## config.mk

```make
export PLATFORM = sky130hd
export DESIGN_NAME = dmem_ctrl
export DESIGN_NICKNAME = d
export VERILOG_FILES = /design/src/rtl/dmem_pkg.sv /design/src/rtl/dmem_align.sv /design/src/rtl/dmem_ctrl.sv
export SDC_FILE = /design/constraint.sdc
export NUM_CORES = 1
export LEC_CHECK = 0
export ABC_AREA = 1
export CAP_MARGIN = 20
export CORE_ASPECT_RATIO = 0.9
export CORE_MARGIN = 2
export CORE_UTILIZATION = 32
export CTS_CLUSTER_SIZE = 24
export DETAILED_ROUTE_END_ITERATION = 10
export PLACE_DENSITY_LB_ADDON = 0.1
export SETUP_SLACK_MARGIN = 0.1
export SLEW_MARGIN = 10
export SYNTH_ARGS = -nofsm -noshare
export SYNTH_HDL_FRONTEND = slang
export SYNTH_SLANG_ARGS = --single-unit
```

## constraint.sdc

```tcl
create_clock -name CLK -period 4.3 [get_ports CLK]
set_clock_uncertainty 0.15 [all_clocks]
set_input_delay 0.43 -clock CLK [delete_from_list [all_inputs] [get_ports CLK]]
set_output_delay 0.43 -clock CLK [all_outputs]
set_load 0.005 [all_outputs]
```

## src/rtl/dmem_pkg.sv

```systemverilog
// Shared types and lane helpers for the data-memory initiator.
// Sizes follow the request encoding; byte_mask gives the lanes touched by an access.
package dmem_pkg;

  typedef enum logic [1:0] {
    SZ_BYTE = 2'b00,
    SZ_HALF = 2'b01,
    SZ_WORD = 2'b10,
    SZ_ILL  = 2'b11
  } size_t;

  typedef enum logic [1:0] {
    IDLE,
    ACCESS,
    RESP
  } state_t;

  function automatic logic [3:0] byte_mask(input size_t size, input logic [1:0] offset);
    logic [3:0] mask;
    case (size)
      SZ_BYTE: mask = 4'b0001 << offset;
      SZ_HALF: mask = offset[1] ? 4'b1100 : 4'b0011;
      SZ_WORD: mask = 4'b1111;
      default: mask = 4'b0000;
    endcase
    return mask;
  endfunction

endpackage

```

## src/rtl/dmem_align.sv

```systemverilog
// Little-endian lane handling: merges store data into the old word and
// extracts/extends load data from the addressed lanes.
module dmem_align
  import dmem_pkg::*;
(
  input  logic [31:0] old_word,
  input  logic [31:0] wdata,
  input  size_t       size,
  input  logic [1:0]  offset,
  input  logic        sign,
  output logic [31:0] new_word,
  output logic [31:0] load_data
);

  logic [3:0]  mask;
  logic [31:0] wshift;
  logic [31:0] rshift;

  // NOTE: every output of a combinational block gets a default before any
  // conditional assignment, otherwise synthesis infers a latch.
  always_comb begin
    mask     = byte_mask(size, offset);
    wshift   = wdata << {offset, 3'b000};
    rshift   = old_word >> {offset, 3'b000};
    new_word = old_word;
    for (int i = 0; i < 4; i++) begin
      if (mask[i]) new_word[8*i +: 8] = wshift[8*i +: 8];
    end

    case (size)
      SZ_BYTE: load_data = {{24{sign & rshift[7]}},  rshift[7:0]};
      SZ_HALF: load_data = {{16{sign & rshift[15]}}, rshift[15:0]};
      SZ_WORD: load_data = old_word;
      default: load_data = '0;
    endcase
  end

endmodule

```

## src/rtl/dmem_ctrl.sv

```systemverilog
// Byte-addressed load/store initiator for a single-port word RAM with a
// combinational read port; one request in flight, IDLE -> ACCESS -> RESP.
module dmem_ctrl
  import dmem_pkg::*;
#(
  parameter int ADDR_WIDTH = 32,
  parameter int DATA_DEPTH = 4096
) (
  input  logic                  CLK,
  input  logic                  RST_N,
  input  logic                  REQ_VALID,
  output logic                  REQ_READY,
  input  logic                  REQ_WE,
  input  logic [1:0]            REQ_SIZE,
  input  logic                  REQ_SIGNED,
  input  logic [ADDR_WIDTH-1:0] REQ_ADDR,
  input  logic [31:0]           REQ_WDATA,
  output logic                  RSP_VALID,
  input  logic                  RSP_READY,
  output logic [31:0]           RSP_RDATA,
  output logic                  RSP_ERR,
  output logic [ADDR_WIDTH-1:0] MEM_A,
  output logic [31:0]           MEM_WD,
  output logic                  MEM_WE,
  input  logic [31:0]           MEM_RD
);

  state_t                state, state_nxt;
  logic [ADDR_WIDTH-1:0] addr_q;
  logic                  we_q;
  size_t                 size_q;
  logic                  signed_q;
  logic [31:0]           wdata_q;
  logic [31:0]           rdata_q;
  logic                  err_q;

  logic [ADDR_WIDTH-3:0] word_idx;
  logic                  acc_err;
  logic [31:0]           merged;
  logic [31:0]           extracted;

  assign word_idx = addr_q[ADDR_WIDTH-1:2];
  assign MEM_A    = {2'b00, word_idx};

  always_comb begin
    acc_err = (size_q == SZ_ILL)
           || (size_q == SZ_HALF && addr_q[0])
           || (size_q == SZ_WORD && addr_q[1:0] != 2'b00)
           || (64'(word_idx) >= 64'(DATA_DEPTH));
  end

  dmem_align u_align (
    .old_word  (MEM_RD),
    .wdata     (wdata_q),
    .size      (size_q),
    .offset    (addr_q[1:0]),
    .sign      (signed_q),
    .new_word  (merged),
    .load_data (extracted)
  );

  always_comb begin
    state_nxt = state;
    REQ_READY = 1'b0;
    RSP_VALID = 1'b0;
    MEM_WE    = 1'b0;
    case (state)
      IDLE: begin
        REQ_READY = 1'b1;
        if (REQ_VALID) state_nxt = ACCESS;
      end
      ACCESS: begin
        MEM_WE    = we_q && !acc_err;
        state_nxt = RESP;
      end
      RESP: begin
        RSP_VALID = 1'b1;
        if (RSP_READY) state_nxt = IDLE;
      end
      default: state_nxt = IDLE;
    endcase
    // Outside a committed store the write port just shows the registered data.
    MEM_WD = MEM_WE ? merged : wdata_q;
  end

  assign RSP_RDATA = rdata_q;
  assign RSP_ERR   = err_q;

  // NOTE: sequential state uses non-blocking assignments so every register
  // samples pre-edge values regardless of process ordering.
  always_ff @(posedge CLK or negedge RST_N) begin
    if (!RST_N) begin
      state    <= IDLE;
      addr_q   <= '0;
      we_q     <= 1'b0;
      size_q   <= SZ_BYTE;
      signed_q <= 1'b0;
      wdata_q  <= '0;
      rdata_q  <= '0;
      err_q    <= 1'b0;
    end else begin
      state <= state_nxt;
      if (state == IDLE && REQ_VALID) begin
        addr_q   <= REQ_ADDR;
        we_q     <= REQ_WE;
        size_q   <= size_t'(REQ_SIZE);
        signed_q <= REQ_SIGNED;
        wdata_q  <= REQ_WDATA;
      end
      if (state == ACCESS) begin
        rdata_q <= (we_q || acc_err) ? 32'h0 : extracted;
        err_q   <= acc_err;
      end
    end
  end

endmodule

```

==> reports/qor.txt <==
Share of the synthesized area in compound gates (AO/OA/AOI/OAI) -> 2.02%
Buffers plus inverters on the worst setup path -> 3
Largest area contributor in the synthesized netlist -> sky130_fd_sc_hd__dfrtp_1
FF/Latch Area -> 0.00258 mm²
Clock period minus worst slack -> 3.42 ns
Deepest clock path buffer count -> 2
Aggregate global routing overflow -> 0
Distinct cells, synth -> 26
Global-route total usage across every layer -> 21.1%
Number of inserted diodes -> 0
Final hold viol count -> 0
Filler Cell Count -> 2141
Die boundary width -> 156 µm
Maximum fanout encountered on the critical timing path -> 17
Leakage power -> 0.00463 µW
Iteration-0 DRC count of the detailed router -> 591
Number of instances in the synthesized netlist -> 1036
Critical Path Slowest Stage Cell -> sky130_fd_sc_hd__dfrtp_1
Number of optimization iterations in the first detailed-route pass -> 5
Pre-CTS WS -> 1.32 ns
Number of buffers inserted by hold repair at cts -> 1
Synth Area in XOR/XNOR -> 0%
Clock tree from TritonCTS -> built
Num Clock Sinks -> 103
Result of the run -> complete, no violations
Number of maximum-capacitance constraint violations -> 0
Average wire per standard cell -> 16.0 µm
Core Box Area -> 0.0202 mm²
Cell seen most often among critical-path stages -> sky130_fd_sc_hd__nand2_1
Post-route fraction of the period consumed by the critical path -> 79.6%
Post-synthesis mux area share -> 0%
Final count of negative-setup-slack endpoints -> 0
Proportion of netlist area held by the largest area contributor -> 38.9%
Antenna violations before repair -> 0
Io pins -> 204
Total detailed-routing wirelength -> 23000 µm
Cell class contributing the biggest share of worst-path delay -> simple AND/OR/NAND/NOR gates
Critical path type -> reg2out
Fraction of final layout cells with drive strength greater than 1 -> 4.57%
EDFF count, synth -> 0
Headroom to the max-slew limit -> 25.5%
Type of the most critical hold path -> reg2reg
Maximum number of pins on one net before global-route repair -> 48
Net total in the final layout -> 1280
Share of async-settable or async-resettable flops after synthesis -> 100%
Unrepaired setup endpoints after global routing -> no
Clock-pin slew on the worst setup and hold paths -> 0.07 ns
Simple-Gate Fraction of Synth Area -> 49.1%
Accumulated negative setup slack -> 0 ns
Total of cells resized after clock tree synthesis -> 0
Area of combinational cells with multiple inputs -> 0.00340 mm²
Register-to-Register Path Depth -> 8
Dpl hpwl -> 17300 µm
P&R area growth vs syn -> 33.5%
Starting density of the core -> 32.9%
Cell at the root of the clock tree -> sky130_fd_sc_hd__clkbuf_16
Syn Std Cell Area -> 0.00663 mm²
Deepest level of the CTS H-tree -> 3
Most common flop cell mapped by yosys -> sky130_fd_sc_hd__dfrtp_1
Most common cell in the synthesized netlist -> sky130_fd_sc_hd__nand2_1
Ys Warns -> 0
CP Cell Sequence -> inv_2, nand2_2, nor2_2, clkinv_1, nand2_1, nor2_4, nand3_4, nand2_1, nand2_1, clkdlybuf4s50_1
Overall die area -> 0.0219 mm²
Data required time at the worst endpoint -> 3.72 ns
Post-synthesis sequential area ratio -> 38.9%
Post-Synth Adder-Cell Area -> 0%
Synth Register Bits -> 103
Die Span Y -> 141 µm
Arrival time worst endpoint -> 2.84 ns
Met2 Use GR -> 30.9%
Cell area after placement -> 0.00855 mm²
Largest cells by area after synthesis -> sky130_fd_sc_hd__dfrtp_1, sky130_fd_sc_hd__nand2_1, sky130_fd_sc_hd__nand3_1
Syn avg cell area -> 6.40 µm²
Vias per inst -> 4.72
GP Congestion -> 0.899
Number of buffers created by CTS -> 9
Worst-margin pin slew -> 1.12 ns
Peak-usage layer in the global routing report -> met1
Max Clock Freq -> 292 MHz
Number of buffers inserted to repair setup after CTS -> 0
Final core area utilization -> 43.9%
Startpoint class of the critical path -> flop
Count of final max-slew check failures -> 0
Routed Antenna Nets -> 0
Final Total Pwr -> 5680 µW
Setup crit end kind -> output pin
Global-route wire length before repair -> 35800 µm
Critical path's largest stage delay -> 0.47 ns
Setup WS post-layout -> 0.878 ns
Power per unit of standard cell area -> 641 mW/mm²
Max VDD drop -> 0.262 mV
Insertion delay of the later-clocked pin in the worst-skew pair -> 0.36 ns
Main combinational cell family by area after synthesis -> simple AND/OR/NAND/NOR gates
Most common library cells after synthesis -> sky130_fd_sc_hd__nand2_1, sky130_fd_sc_hd__dfrtp_1, sky130_fd_sc_hd__nand3_1, sky130_fd_sc_hd__buf_4, sky130_fd_sc_hd__inv_1
Count of cells along the worst hold path -> 2
Number of global-route vias before repair -> 6264
Final non-filler cell area -> 0.00886 mm²
Met1 usage -> 31.7%
Count of input and output buffers -> 201
Number of rows in the core area -> 49
Met3 global-route usage -> 4.15%
Total DRC errors in the routed layout -> 0
Number of cells on the critical path -> 10
Vias -> 6772
## state kept, by name (all words and copies together), names as in the netlist
| register | flops |
|---|---|
| signed_q | 1 |
| wdata_q | 32 |
| RSP_RDATA | 32 |
| state | 2 |
| size_q | 2 |
| addr_q | 32 |
| RSP_ERR | 1 |
| we_q | 1 |
## per-stage QoR
step / instances / hold WS [ns]
after floorplan: 1037 / -0.0156
after global placement: 1419 / 0.312
after detailed placement: 1419 / 0.311
after CTS: 1436 / 0.333
after global routing: 1436 / 0.357
final: 1436 / 0.330
## metal layers
metal	vias to the layer above	wire length, µm	part of all wire [%]
met5	-	0	0
met4	0	340	1.5
met3	22	1380	6.0
met2	238	9990	43
met1	3040	11300	49
li1	3472	-	-
## cell usage in the layout (no fill, tap or decap), types with 4 or more instances in the layout
| cell | instances |
|---|---|
| sky130_fd_sc_hd__buf_4 | 12 |
| sky130_fd_sc_hd__clkbuf_16 | 9 |
| sky130_fd_sc_hd__clkdlybuf4s50_1 | 200 |
| sky130_fd_sc_hd__dfrtp_1 | 103 |
| sky130_fd_sc_hd__inv_1 | 36 |
| sky130_fd_sc_hd__inv_2 | 6 |
| sky130_fd_sc_hd__nand2_1 | 596 |
| sky130_fd_sc_hd__nand2_2 | 4 |
| sky130_fd_sc_hd__nand3_1 | 103 |
| sky130_fd_sc_hd__nand3_2 | 4 |
| sky130_fd_sc_hd__nand4_1 | 24 |
| sky130_fd_sc_hd__nor2_1 | 32 |
| sky130_fd_sc_hd__nor2_4 | 4 |
| sky130_fd_sc_hd__o21ai_0 | 24 |
## cell families (layout without fill, tap and decap cells)
kind of cell           after synthesis  in the layout
other                                1              2
AND/OR/NAND/NOR                    778            778
flip-flops                         103            103
buffers and inverters              128            272
AO/OA/AOI/OAI                       26             26
## worst reg2reg max path, cell delays in order (launching register included)
cell	delay [ns]
sky130_fd_sc_hd__dfrtp_1	0.64
sky130_fd_sc_hd__inv_2	0.28
sky130_fd_sc_hd__nor2_2	0.52
sky130_fd_sc_hd__nand2_1	0.12
sky130_fd_sc_hd__nand3_1	0.13
sky130_fd_sc_hd__nand3_2	0.30
sky130_fd_sc_hd__nand3_1	0.19
sky130_fd_sc_hd__nand2_1	0.07
sky130_fd_sc_hd__nand2_1	0.06
## cell type report
| class | instances | share of cell area, % |
|---|---|---|
| clock buffers | 11 | 2.74 |
| clock inverters | 5 | 0.636 |
| inverters | 43 | 1.82 |
| multi-input cells | 806 | 38.4 |
| flip-flops and latches | 103 | 29.1 |
| well taps | 255 | 3.60 |
| repair buffers | 213 | 23.7 |
## path summary, 6_finish.rpt
kind	start	slack (ns)	endpoint
setup reg to reg	addr_q[1]	1.78	RSP_RDATA[31]
min in group asynchronous	RST_N	0.45	addr_q[26]
max in group asynchronous	RST_N	2.68	wdata_q[28]
hold reg to reg	RSP_RDATA[11]	0.33	RSP_RDATA[11]
hold / removal	RSP_RDATA[11]	0.33	RSP_RDATA[11]
setup / recovery	size_q[0]	0.88	MEM_WD[16]
## power breakdown
part           internal (µW)  leakage [µW]  switching [µW]  total [µW]
clock network            469      0.000146             395         864
logic                   1280       0.00316            1880        3160
registers               1280       0.00132             373        1660
Power figures use the tool's default switching activity.
